<file path="src/rtl/mul_arb.sv">
// Two-requester round-robin arbiter in front of a shift-add multiplier.
// One accepted request is multiplied over WIDTH cycles; the result is held
// with res_valid until the consumer takes it, then the arbiter reopens.
module mul_arb #(
    parameter int WIDTH = 5
) (
    input  logic                 clk,
    input  logic                 reset,
    input  logic [1:0]           req_valid,
    input  logic [WIDTH-1:0]     op_a0,
    input  logic [WIDTH-1:0]     op_b0,
    input  logic [WIDTH-1:0]     op_a1,
    input  logic [WIDTH-1:0]     op_b1,
    output logic [1:0]           req_ready,
    output logic                 res_valid,
    input  logic                 res_ready,
    output logic [2*WIDTH-1:0]   mul_out,
    output logic                 res_id,
    output logic                 busy
);

    localparam int CW = (WIDTH > 1) ? $clog2(WIDTH) : 1;
    localparam logic [CW-1:0] LAST = CW'(WIDTH - 1);

    localparam logic [1:0] IDLE = 2'd0;
    localparam logic [1:0] BUSY = 2'd1;
    localparam logic [1:0] DONE = 2'd2;

    logic [1:0]         state;
    logic [WIDTH-1:0]   a_q;
    logic [WIDTH-1:0]   b_q;
    logic [2*WIDTH-1:0] acc;
    logic [CW-1:0]      count;
    logic               id_q;
    logic               prio;      // requester favoured when both are valid
    logic               grant_id;
    logic               accept;
    logic [2*WIDTH-1:0] a_ext;
    logic [2*WIDTH-1:0] addend;

    // Grant selection: only offered in IDLE and never while reset is high
    always_comb begin
        req_ready = 2'b00;
        grant_id  = 1'b0;
        if (state == IDLE && !reset) begin
            case (req_valid)
                2'b01: begin
                    req_ready = 2'b01;
                    grant_id  = 1'b0;
                end
                2'b10: begin
                    req_ready = 2'b10;
                    grant_id  = 1'b1;
                end
                2'b11: begin
                    grant_id  = prio;
                    req_ready = prio ? 2'b10 : 2'b01;
                end
                default: begin
                    req_ready = 2'b00;
                    grant_id  = 1'b0;
                end
            endcase
        end
    end

    assign accept = |(req_valid & req_ready);

    // Partial product for the multiplier bit selected by the iteration counter
    always_comb begin
        a_ext  = {{WIDTH{1'b0}}, a_q};
        addend = b_q[count] ? (a_ext << count) : '0;
    end

    // Control FSM and datapath registers
    always_ff @(posedge clk) begin
        if (reset) begin
            state <= IDLE;
            a_q   <= '0;
            b_q   <= '0;
            acc   <= '0;
            count <= '0;
            id_q  <= 1'b0;
            prio  <= 1'b0;
        end else begin
            case (state)
                IDLE: begin
                    if (accept) begin
                        a_q   <= grant_id ? op_a1 : op_a0;
                        b_q   <= grant_id ? op_b1 : op_b0;
                        id_q  <= grant_id;
                        acc   <= '0;
                        count <= '0;
                        prio  <= ~grant_id;
                        state <= BUSY;
                    end
                end
                BUSY: begin
                    acc   <= acc + addend;
                    count <= count + 1'b1;
                    if (count == LAST) begin
                        state <= DONE;
                    end
                end
                DONE: begin
                    if (res_ready) begin
                        state <= IDLE;
                    end
                end
                default: state <= IDLE;
            endcase
        end
    end

    assign res_valid = (state == DONE);
    assign busy      = (state != IDLE);
    assign mul_out   = acc;
    assign res_id    = id_q;

endmodule

</file>
<file path="config.mk">
export PLATFORM = sky130hd
export DESIGN_NAME = mul_arb
export DESIGN_NICKNAME = d
export VERILOG_FILES = /design/src/rtl/mul_arb.sv
export SDC_FILE = /design/constraint.sdc
export NUM_CORES = 1
export LEC_CHECK = 0
export CAP_MARGIN = 10
export CORE_MARGIN = 5
export CORE_UTILIZATION = 29
export DETAILED_ROUTE_END_ITERATION = 8
export PLACE_DENSITY_LB_ADDON = 0.25
export SYNTH_ARGS = -nofsm -noshare
export SYNTH_HDL_FRONTEND = slang
export SYNTH_SLANG_ARGS = --single-unit
</file>
<file path="constraint.sdc">
create_clock -name clk -period 3.94 [get_ports clk]
set_clock_uncertainty 0.05 [all_clocks]
set_input_delay 0.788 -clock clk [delete_from_list [all_inputs] [get_ports clk]]
set_output_delay 0.788 -clock clk [all_outputs]
set_load 0.005 [all_outputs]
</file>
==> results of run 1 <==
final cells by class:
type,count,area (sq um)
fillers,637,3630
multi-input cells,173,1100
flip-flops and latches,27,541
repair buffers,44,428
well taps,75,93.8
inverters,12,45.0
clock buffers,3,41.3
clock inverters,1,5.00
cell families after synthesis:
family          share of synthesized area [%]
simple gates                             24.8
flops                                    31.1
fa+ha+maj                                9.07
mux                                      5.54
xor+xnor                                 1.51
buf+inv                                  5.33
compound gates                           22.7
metrics by stage:
stage	setup WS, ps	cell area (sq um)	power, mW	utilization [%]
2_1_floorplan	1200	1740	0.413	-
3_3_place_gp	757	2210	0.480	37.6
3_5_place_dp	767	2210	0.481	37.6
4_1_cts	758	2260	0.645	38.4
5_1_grt	672	2260	0.681	38.4
6_report	775	2260	0.637	38.4
worst register-to-register path: stages (launching register included):
cell	delay, ps
sky130_fd_sc_hd__dfxtp_1	320
sky130_fd_sc_hd__buf_4	200
sky130_fd_sc_hd__mux4_2	540
sky130_fd_sc_hd__and2_1	200
sky130_fd_sc_hd__and3_1	180
sky130_fd_sc_hd__ha_1	220
sky130_fd_sc_hd__inv_1	80
sky130_fd_sc_hd__fa_1	190
sky130_fd_sc_hd__nand2b_1	140
sky130_fd_sc_hd__a21oi_1	110
sky130_fd_sc_hd__o21a_1	190
sky130_fd_sc_hd__or3_1	310
sky130_fd_sc_hd__a32o_1	240
synthesized netlist by cell type (4+ instances only):
library cell and count:
sky130_fd_sc_hd__a211oi_1 4, sky130_fd_sc_hd__inv_1 10, sky130_fd_sc_hd__ha_1 11, sky130_fd_sc_hd__mux2i_1 4
sky130_fd_sc_hd__buf_2 5, sky130_fd_sc_hd__o21ai_0 9, sky130_fd_sc_hd__nor2_1 33, sky130_fd_sc_hd__a311oi_1 11
sky130_fd_sc_hd__a21oi_1 12, sky130_fd_sc_hd__nand2_1 32, sky130_fd_sc_hd__dfxtp_1 27, sky130_fd_sc_hd__and3_1 5
routing by layer:
layer | track usage [%] | wire, microns | vias up
li1 | - | - | 876
met3 | 2.08 | 215 | 4
met4 | 2.93 | 36 | 0
met5 | 0 | 0 | -
met2 | 19.6 | 2000 | 42
met1 | 16.8 | 2160 | 728
flip-flops by register name, indices dropped and copies added, names as in the netlist:
signal,cells
a_q,5
b_q,5
count,3
mul_out,10
prio,1
res_id,1
state,2
placed cells by master (no fill, tap or decap), types with 3 or more instances in the layout:
cell type                         count
sky130_fd_sc_hd__clkdlybuf4s50_1     39
sky130_fd_sc_hd__nor2_1              33
sky130_fd_sc_hd__nand2_1             32
sky130_fd_sc_hd__dfxtp_1             27
sky130_fd_sc_hd__a21oi_1             12
sky130_fd_sc_hd__a311oi_1            11
sky130_fd_sc_hd__ha_1                11
sky130_fd_sc_hd__inv_1               10
sky130_fd_sc_hd__o21ai_0              9
sky130_fd_sc_hd__and3_1               5
sky130_fd_sc_hd__buf_4                5
sky130_fd_sc_hd__mux2i_1              4
sky130_fd_sc_hd__a211oi_1             4
sky130_fd_sc_hd__nand3_1              3
sky130_fd_sc_hd__mux2_2               3
sky130_fd_sc_hd__a32o_1               3
sky130_fd_sc_hd__nor2b_1              3
sky130_fd_sc_hd__nand2b_1             3
sky130_fd_sc_hd__xnor2_1              3
sky130_fd_sc_hd__o21bai_1             3
sky130_fd_sc_hd__a22oi_1              3
sky130_fd_sc_hd__clkbuf_8             3
power by group:
group	switching [mW]	internal (mW)
registers	0.0208	0.292
clock network	0.0907	0.0711
logic	0.0833	0.0785
total	0.195	0.442
worst paths after layout:
| check | slack (ps) | startpoint | endpoint | cells after the start |
|---|---|---|---|---|
| setup / recovery | 770 | reset | req_ready[0] | 6 |
| setup reg to reg | 880 | count[0] | mul_out[6] | 12 |
| hold / removal | 440 | b_q[2] | b_q[2] | 2 |
| hold reg to reg | 440 | b_q[2] | b_q[2] | 2 |
==> metrics.txt, run 1 <==
outcome=finished clean; share of synthesized area occupied by flip-flops and latches=between 30 and 40%; leakage power summed over all cells=approximately 0.9 nW; worst hold slack=442 ps; quantity of hold-fixing buffers added after cts=0; wire length of the first global-routing pass=7580 microns; final count of pins violating max slew=0; category of the critical setup timing path=in -> out; final estimated routing congestion in global placement=0.796; GR Util All Layers=12.2%; master of the slowest instance on the critical path=sky130_fd_sc_hd__clkdlybuf4s50_1; via count of the first global-routing pass=1,692; number of routed nets with antenna violations=0; Synth Register Bits=27; number of design-rule violations left by the first detailed-router iteration=72; area growth from synthesis to layout=29.9%; source-to-sink clock delay at the later pin of the worst-skew pair=280 ps; largest vdd supply drop=0.148 mV; number of endpoints failing setup at the final stage=0; setup repair after global routing missed its margin=no; critical path peak fanout=15; clock net sink count=27; Max Buffers Root-to-Sink=2; starting utilization of the core area=roughly 30%; category of the worst setup path capture point=output pin; Final Routed Wirelength=~4400 microns; number of antenna violations at the first check in global routing=0; count of yosys warnings during synthesis=0; # nets final=298; CORE AREA=0.00589 sq mm; list of cells traversed by the critical path=clkdlybuf4s50_1, buf_4, a21oi_1, nand3_1, inv_2, clkdlybuf4s50_1; Critical Path Start Type=input port; DP Cell Count=331; hpwl dp=3330 microns; Slew Limit Headroom=59.1%; syn avg cell area=between 7 and 8 sq um; num rows=28; CP bufs+invs=4; post-synthesis instance area=roughly 0.0017 sq mm; Total Die Area=0.00764 sq mm; DIE HEIGHT=87.4 microns; I/O pin count=40; post-CTS resize count=0; Power Dens Cells=about 280 mW/mm^2; DRC Markers=0; ratio of cells with drive above 1 in the final layout=around 7.3%; setup bufs post-CTS=0; CTS tree=built; Final Instance Count excl. Fillers=335; Top cell by count, worst path=sky130_fd_sc_hd__clkdlybuf4s50_1; min-delay worst type=reg -> reg; width of the die=87.4 microns; clock period minus final worst setup slack=between 3000 and 4000 ps; clock buffer count from CTS=3; Antenna diodes=0; EDFF count, synth=0; async set-or-reset flop fraction in the synthesized netlist=0%; Setup Total Neg Slack=0 ps; max-cap check violation count=0; number of detailed-route iterations in the first pass=4; final cycle utilization of the critical path=around four fifths; Top delay family on crit path=buffers and inverters; H-tree depth=1; fraction of synthesized cell area taken by the top area cell type=31.1%; top area cells in the synthesized netlist=sky130_fd_sc_hd__dfxtp_1 31%, sky130_fd_sc_hd__ha_1 7.9%, sky130_fd_sc_hd__nor2_1 7.1%; Clock Pin Slew Worst Setup and Hold Paths=about 90 ps; maximum number of pins on one net before global-route repair=23; vias after detailed routing=1,650; slowest cell delay on critical path=540 ps; pin slew with the least headroom to its limit=613 ps; input/output buffers=39; Routed wire per std cell=13.2 microns; Mapped Cells=221; total congestion overflow=0; number of nets produced by synthesis=258; arrival time of data at the critical path endpoint=2330 ps; Synth Flop Type=sky130_fd_sc_hd__dfxtp_1; Synth area leader=sky130_fd_sc_hd__dfxtp_1; Hold Vio Cnt, Final=0; Fmax achieved=around 0.32 GHz; number of vias per cell after detailed routing=4.93; clock root buffer=sky130_fd_sc_hd__clkbuf_8; CP Data Required Time=between 3000 and 4000 ps; count of distinct cell types in the synthesized netlist=45
Power figures use the tool's default switching activity.
==> run 2: changes to the inputs <==
- clock period: 3.94 -> 2.72 ns (I/O delays scaled with it)
==> run 2 against run 1 <==
Highest routed layer unchanged; flip-flop and latch count stayed put; routed wire length is 1.9% higher; clock power is 58% higher; total power is 51% higher; final cell count is 3.6% higher; non-clock buffer count is 12 higher; core utilization is 2.7 points higher.
==> metrics.txt, run 2 (synthesized netlist as in run 1, its figures left out) <==
largest vdd supply drop=0.199 mV (+34%); leakage power summed over all cells=0.954 nW (+7.5%); number of routed nets with antenna violations=0 (unchanged); list of cells traversed by the critical path=mux4_2, and2_4, and3_4, ha_4, inv_2, fa_2, nand2b_4, a21oi_4, o21a_1, or3_1, a32o_1; category of the worst setup path capture point=register; wire length of the first global-routing pass=7420 microns (-2.1%); Hold EP=b_q[2]; proportion of power drawn by combinational gates=26.6% (+1.2 points); switching share of power=31.4% (+0.77 points); area growth from synthesis to layout=38.9%; Fmax achieved=0.375 GHz; number of vias per cell after detailed routing=4.93 (+0.11%); Hold Vio Cnt, Final=0 (unchanged); CORE AREA=0.00589 sq mm (unchanged); sequential cell area=542 sq um (+0.23%); width of the die=87.4 microns (unchanged); Hold Crit Depth=2 (unchanged); hpwl dp=3430 microns (+2.8%); clock buffer count from CTS=3 (unchanged); setup repair after global routing missed its margin=yes; Top delay family on crit path=simple AND/OR/NAND/NOR gates; sequential group share of total power=46.8% (-2.4 points); final design utilization=41.0% (+2.7 points); Power Dens Cells=399 mW/mm^2 (+42%); post-layout total power=964 uW (+51%); Register-to-Register Path Depth=11 (-1); DIE HEIGHT=87.4 microns (unchanged); most common library cell in the layout ignoring fill and taps=sky130_fd_sc_hd__clkdlybuf4s50_1; number of antenna violations at the first check in global routing=0 (unchanged); clock root buffer=sky130_fd_sc_hd__clkbuf_8; commonest cells after routing, fill and taps aside=39 x sky130_fd_sc_hd__clkdlybuf4s50_1, 33 x sky130_fd_sc_hd__nor2_1, 32 x sky130_fd_sc_hd__nand2_1; ratio of cells with drive above 1 in the final layout=15.4% (+8.1 points); vias after detailed routing=1,711 (+3.7%); category of the critical setup timing path=reg -> reg; number of design-rule violations left by the first detailed-router iteration=68 (-5.6%); clock period minus final worst setup slack=~2700 ps; final estimated routing congestion in global placement=0.818 (+2.8%); Clock Pin Slew Worst Setup and Hold Paths=110 ps (+20 ps); number of detailed-route iterations in the first pass=4 (unchanged); source-to-sink clock delay at the later pin of the worst-skew pair=280 ps (about the same); maximum number of pins on one net before global-route repair=23 (unchanged); number of endpoints failing setup at the final stage=0 (unchanged); GR Util All Layers=12.1% (-0.092 points); Total Die Area=0.00764 sq mm (unchanged); startpoint of the most critical hold path=b_q[2]; Internal Power=661 uW (+50%); quantity of hold-fixing buffers added after cts=0 (unchanged); clock net sink count=27 (unchanged); Max Buffers Root-to-Sink=2 (unchanged); pin slew with the least headroom to its limit=482 ps (-130 ps); CP Data Required Time=2860 ps (-240 ps); slowest cell delay on critical path=510 ps (-30 ps); total congestion overflow=0 (unchanged); input/output buffers=39 (unchanged); startpoint of the worst setup timing path=count[0]; destination of the worst register-to-register timing path=mul_out[6]; clock network fraction of total power=26.6% (+1.2 points); Net Switching=302 uW (+55%); max-cap check violation count=0 (unchanged); arrival time of data at the critical path endpoint=2810 ps (+480 ps); H-tree depth=1 (unchanged); master of the slowest instance on the critical path=sky130_fd_sc_hd__mux4_2; Largest register FFs=10 (unchanged); total area of multi-input combinational cells=0.00117 sq mm (+5.5%); Antenna diodes=0 (unchanged); DRC Markers=0 (unchanged); final count of pins violating max slew=0 (unchanged); CTS tree=built; I/O pin count=40 (unchanged); worst hold slack=439 ps (-3.12 ps); Critical Path Start Type=register; min-delay worst type=reg -> reg; CP bufs+invs=1 (-3); Final Routed Wirelength=4490 microns (+1.9%); Routed wire per std cell=13.0 microns (-1.6%); # nets final=310 (+4.0%); minimum setup slack among reg-to-reg paths=50 ps (-830 ps); num rows=28 (unchanged); critical path peak fanout=3 (-12); startpoint of the worst-slack reg-to-reg timing path=count[0]; outcome=finished clean; Slew Limit Headroom=67.7% (+8.7 points); starting utilization of the core area=29.5% (unchanged); final cycle utilization of the critical path=between 90% and 100%; count of filler cells inserted in the layout=609 (-4.4%); via count of the first global-routing pass=1,606 (-5.1%)
## run 2: repair_timing
action | in CTS | in global routing
setup endpoints to repair | 1 | 5
hold endpoints to repair | 0 | 0
resized for setup | 3 | 11
setup buffers | 0 | 2
pin swaps | 0 | 5
## run 2: tightest hold or removal path, cell delays in order (launching register included)
cell and delay, ps:
sky130_fd_sc_hd__dfxtp_1 320, sky130_fd_sc_hd__nand2_1 50, sky130_fd_sc_hd__a311oi_1 80
## run 2: worst max-delay path by stage
stage	slack, ps	cells after the start	to
2_1_floorplan	30	11	mul_out[6]
3_3_place_gp	20	11	mul_out[6]
3_5_place_dp	-20	11	mul_out[6]
4_1_cts	4	11	mul_out[6]
5_1_grt	-70	10	mul_out[6]
6_report	50	11	mul_out[6]
## run 2: layout make-up
cell class                 instances  share of cell area (%)
tap                               75                    3.89
timing repair buffer              56                    21.5
multi-input combinational        173                    48.3
sequential                        27                    22.4
clock buffer                       3                    1.71
clock inverter                     1                   0.363
inverter                          12                    1.87
## run 2: metal layers
metal	track usage, %	vias up	wire length, microns	part of all wire (%)
li1	-	895	-	-
met1	15.6	776	2120	47
met5	0	-	0	0
met2	20.6	36	2130	47
met3	3.03	4	208	4.6
met4	1.67	0	26	0.58
## run 2: stage by stage
stage	instances	setup WS (ps)	cell area [sq um]	TNS [ps]
after floorplan	221	26.8	1740	0
after global placement	341	21.5	2290	0
after detailed placement	341	-17.8	2290	-17.8
after CTS	345	3.66	2350	0
after global routing	347	-69.0	2410	-71.2
final	347	54.7	2410	0
## run 2: power groups by stage
stage | Sequential (mW) | Combinational, mW | Clock [mW]
after floorplan | 0.454 | 0.146 | 0
after global placement | 0.459 | 0.253 | 0
after detailed placement | 0.460 | 0.252 | 0
after CTS | 0.451 | 0.256 | 0.271
after global routing | 0.456 | 0.283 | 0.278
final | 0.451 | 0.257 | 0.256
==> run 3: changes to the inputs <==
--- a/config.mk
+++ b/config.mk
@@ -7,8 +7,10 @@
 export LEC_CHECK = 0
 export CAP_MARGIN = 10
+export CORE_ASPECT_RATIO = 0.7
 export CORE_MARGIN = 5
 export CORE_UTILIZATION = 29
 export DETAILED_ROUTE_END_ITERATION = 8
 export PLACE_DENSITY_LB_ADDON = 0.25
+export RECOVER_POWER = 50
 export SYNTH_ARGS = -nofsm -noshare
 export SYNTH_HDL_FRONTEND = slang
==> constraint.sdc (replaced) <==
create_clock -name clk -period 2.72 [get_ports clk]
set_clock_uncertainty 0.05 [all_clocks]
set_input_delay 0.816 -clock clk [delete_from_list [all_inputs] [get_ports clk]]
set_output_delay 0.816 -clock clk [all_outputs]
set_load 0.005 [all_outputs]
==> run 3 against run 2 <==
Clock power shrank 5%; combinational power is essentially flat; global-route usage grew 1.3 points; final cell count is the same; cell area shrank 0.16%; critical path depth is the same; core utilization grew 0.65 points; routed wire length grew 6.4%; hold slack lost 4.8 ps; worst setup slack lost 13 ps; critical endpoint unchanged; largest power group unchanged; highest routed layer unchanged.
==> metrics.txt, run 3 (synthesized netlist as in run 1, its figures left out) <==
outcome=finished clean; sequential cell area=542 sq um (unchanged); Total Die Area=0.00767 sq mm (+0.32%); # nets final=310 (unchanged); pin slew with the least headroom to its limit=521 ps (+39.3 ps); Power Dens Cells=393 mW/mm^2 (-1.4%); Final Instance Count excl. Fillers=347 (unchanged); number of design-rule violations left by the first detailed-router iteration=114 (+68%); Routed wire per std cell=13.8 microns (+6.4%); final estimated routing congestion in global placement=0.796 (-2.7%); clock net sink count=27 (unchanged); ratio of cells with drive above 1 in the final layout=14.7% (-0.74 points); Critical Path Start Type=register; width of the die=103 microns (+17%); clock buffer count from CTS=3 (unchanged); clock root buffer=sky130_fd_sc_hd__clkbuf_8; met3 routed WL=205 microns (-1.4%); most common library cell in the layout ignoring fill and taps=sky130_fd_sc_hd__nor2_1; number of vias per cell after detailed routing=5.01 (+1.6%); final setup slack of the worst path=41.7 ps (-13.1 ps); clock period minus final worst setup slack=2680 ps (+13.1 ps); Setup Total Neg Slack=0 ps (unchanged); Max Buffers Root-to-Sink=2 (unchanged); list of cells traversed by the critical path=mux4_2, and2_4, and3_4, ha_4, inv_2, fa_2, nand2b_4, a21oi_4, o21a_1, or3_1, a32o_1; number of endpoints failing setup at the final stage=0 (unchanged); H-tree depth=1 (unchanged); Hold Vio Cnt, Final=0 (unchanged); Clock Pin Slew Worst Setup and Hold Paths=100 ps (about the same); uppermost layer routed=met4; number of routed nets with antenna violations=0 (unchanged); input/output buffers=39 (unchanged); maximum number of pins on one net before global-route repair=24 (+4.3%); arrival time of data at the critical path endpoint=2810 ps (about the same); total congestion overflow=0 (unchanged); DIE HEIGHT=74.8 microns (-14%); category of the worst setup path capture point=register; num rows=23 (-18%); DRC Markers=0 (unchanged); hpwl dp=3670 microns (+7.2%); area growth from synthesis to layout=38.7%; starting utilization of the core area=30.0% (+0.52 points); I/O pin count=40 (unchanged); wire length of the first global-routing pass=8160 microns (+9.9%); final cycle utilization of the critical path=98.5% (+0.48 points); CTS tree=built; CORE AREA=0.00578 sq mm (-1.7%); master of the slowest instance on the critical path=sky130_fd_sc_hd__mux4_2; count of filler cells inserted in the layout=612 (+0.49%); CP bufs+invs=1 (unchanged); worst slack after detailed placement=-322 ps (-304 ps); Top delay family on crit path=simple AND/OR/NAND/NOR gates; vias after detailed routing=1,738 (+1.6%); largest vdd supply drop=0.248 mV (+25%); Slew Limit Headroom=65.2% (-2.5 points); DP Cell Count=342 (+0.29%); slowest cell delay on critical path=510 ps (about the same); M1 wire length=2460 microns (+16%); leakage power summed over all cells=0.961 nW (+0.71%); worst hold slack=434 ps (-4.79 ps); quantity of hold-fixing buffers added after cts=0 (unchanged); Final Routed Wirelength=4780 microns (+6.4%); sum of met2 wire segment lengths after detailed routing=2090 microns (-2.1%); CP Data Required Time=2850 ps (about the same); critical path peak fanout=3 (unchanged); Fmax achieved=0.373 GHz (-0.49%); via count of the first global-routing pass=1,678 (+4.5%); Antenna diodes=0 (unchanged); final count of pins violating max slew=0 (unchanged); category of the critical setup timing path=reg -> reg; max-cap check violation count=0 (unchanged); final design utilization=41.7% (+0.65 points); commonest cells after routing, fill and taps aside=33 x sky130_fd_sc_hd__nor2_1, 32 x sky130_fd_sc_hd__nand2_1, 32 x sky130_fd_sc_hd__clkdlybuf4s50_1; number of antenna violations at the first check in global routing=0 (unchanged); GR Util All Layers=13.4% (+1.3 points); source-to-sink clock delay at the later pin of the worst-skew pair=280 ps (about the same); Largest register FFs=10 (unchanged); total area of multi-input combinational cells=0.00118 sq mm (+1.2%); min-delay worst type=reg -> reg; setup repair after global routing missed its margin=yes; number of detailed-route iterations in the first pass=6 (+2)
-- run 3: cell count changes in the layout (fill, tap and decap cells not counted), sizes merged, moves of 2 or more --
cell           before  now
clkbuf              3    7
dlygate4sd2         0    3
dlygate4sd3         0    2
buf                17   13
clkdlybuf4s50      39   32
-- run 3: repair_timing --
item                       CTS  global route
pin swaps                    5             4
setup endpoints to repair    5             6
setup buffers                0             1
gates resized for setup     15            10
-- run 3: report_power, final --
part	internal [mW]	leakage, nW	total (mW)	switching [mW]
clock	0.104	0.0217	0.243	0.139
sequential	0.424	0.220	0.450	0.0262
combinational	0.124	0.719	0.255	0.131
-- run 3: through the flow --
step | cell area, sq um | total power, mW
after floorplan | 1740 | 0.599
after global placement | 2300 | 0.717
after detailed placement | 2300 | 0.717
after CTS | 2380 | 0.966
after global routing | 2410 | 1.01
final | 2410 | 0.948
-- run 3: layout make-up --
cell class                      instances  area share [%]
Sequential cell                        27            22.5
Clock inverter                          1           0.311
Multi-Input combinational cell        173            48.9
Timing Repair Buffer                   56            20.8
Clock buffer                            3            1.71
Inverter                               12            1.87
Tap cell                               75            3.89
-- run 3: worst register-to-register path, cell delays in order, from the launching register on --
cell	delay, ps
sky130_fd_sc_hd__dfxtp_2	350
sky130_fd_sc_hd__mux4_2	510
sky130_fd_sc_hd__and2_4	160
sky130_fd_sc_hd__and3_4	170
sky130_fd_sc_hd__ha_4	160
sky130_fd_sc_hd__inv_2	50
sky130_fd_sc_hd__fa_2	200
sky130_fd_sc_hd__nand2b_4	140
sky130_fd_sc_hd__a21oi_4	60
sky130_fd_sc_hd__o21a_1	190
sky130_fd_sc_hd__or3_1	310
sky130_fd_sc_hd__a32o_1	240
-- run 3: final timing paths --
check	from	endpoint	slack [ps]	cells after the start
worst max-delay path	count[0]	mul_out[6]	40	11
worst min-delay path	res_id	res_id	430	2
worst min register to register	res_id	res_id	430	2
worst max register to register	count[0]	mul_out[6]	40	11
-- run 3: per-layer routing --
layer  global-route usage [%]  vias up
met5                        0        -
met4                     2.18        0
met3                     2.96        2
met2                     19.3       37
met1                     20.5      804
li1                         -      895
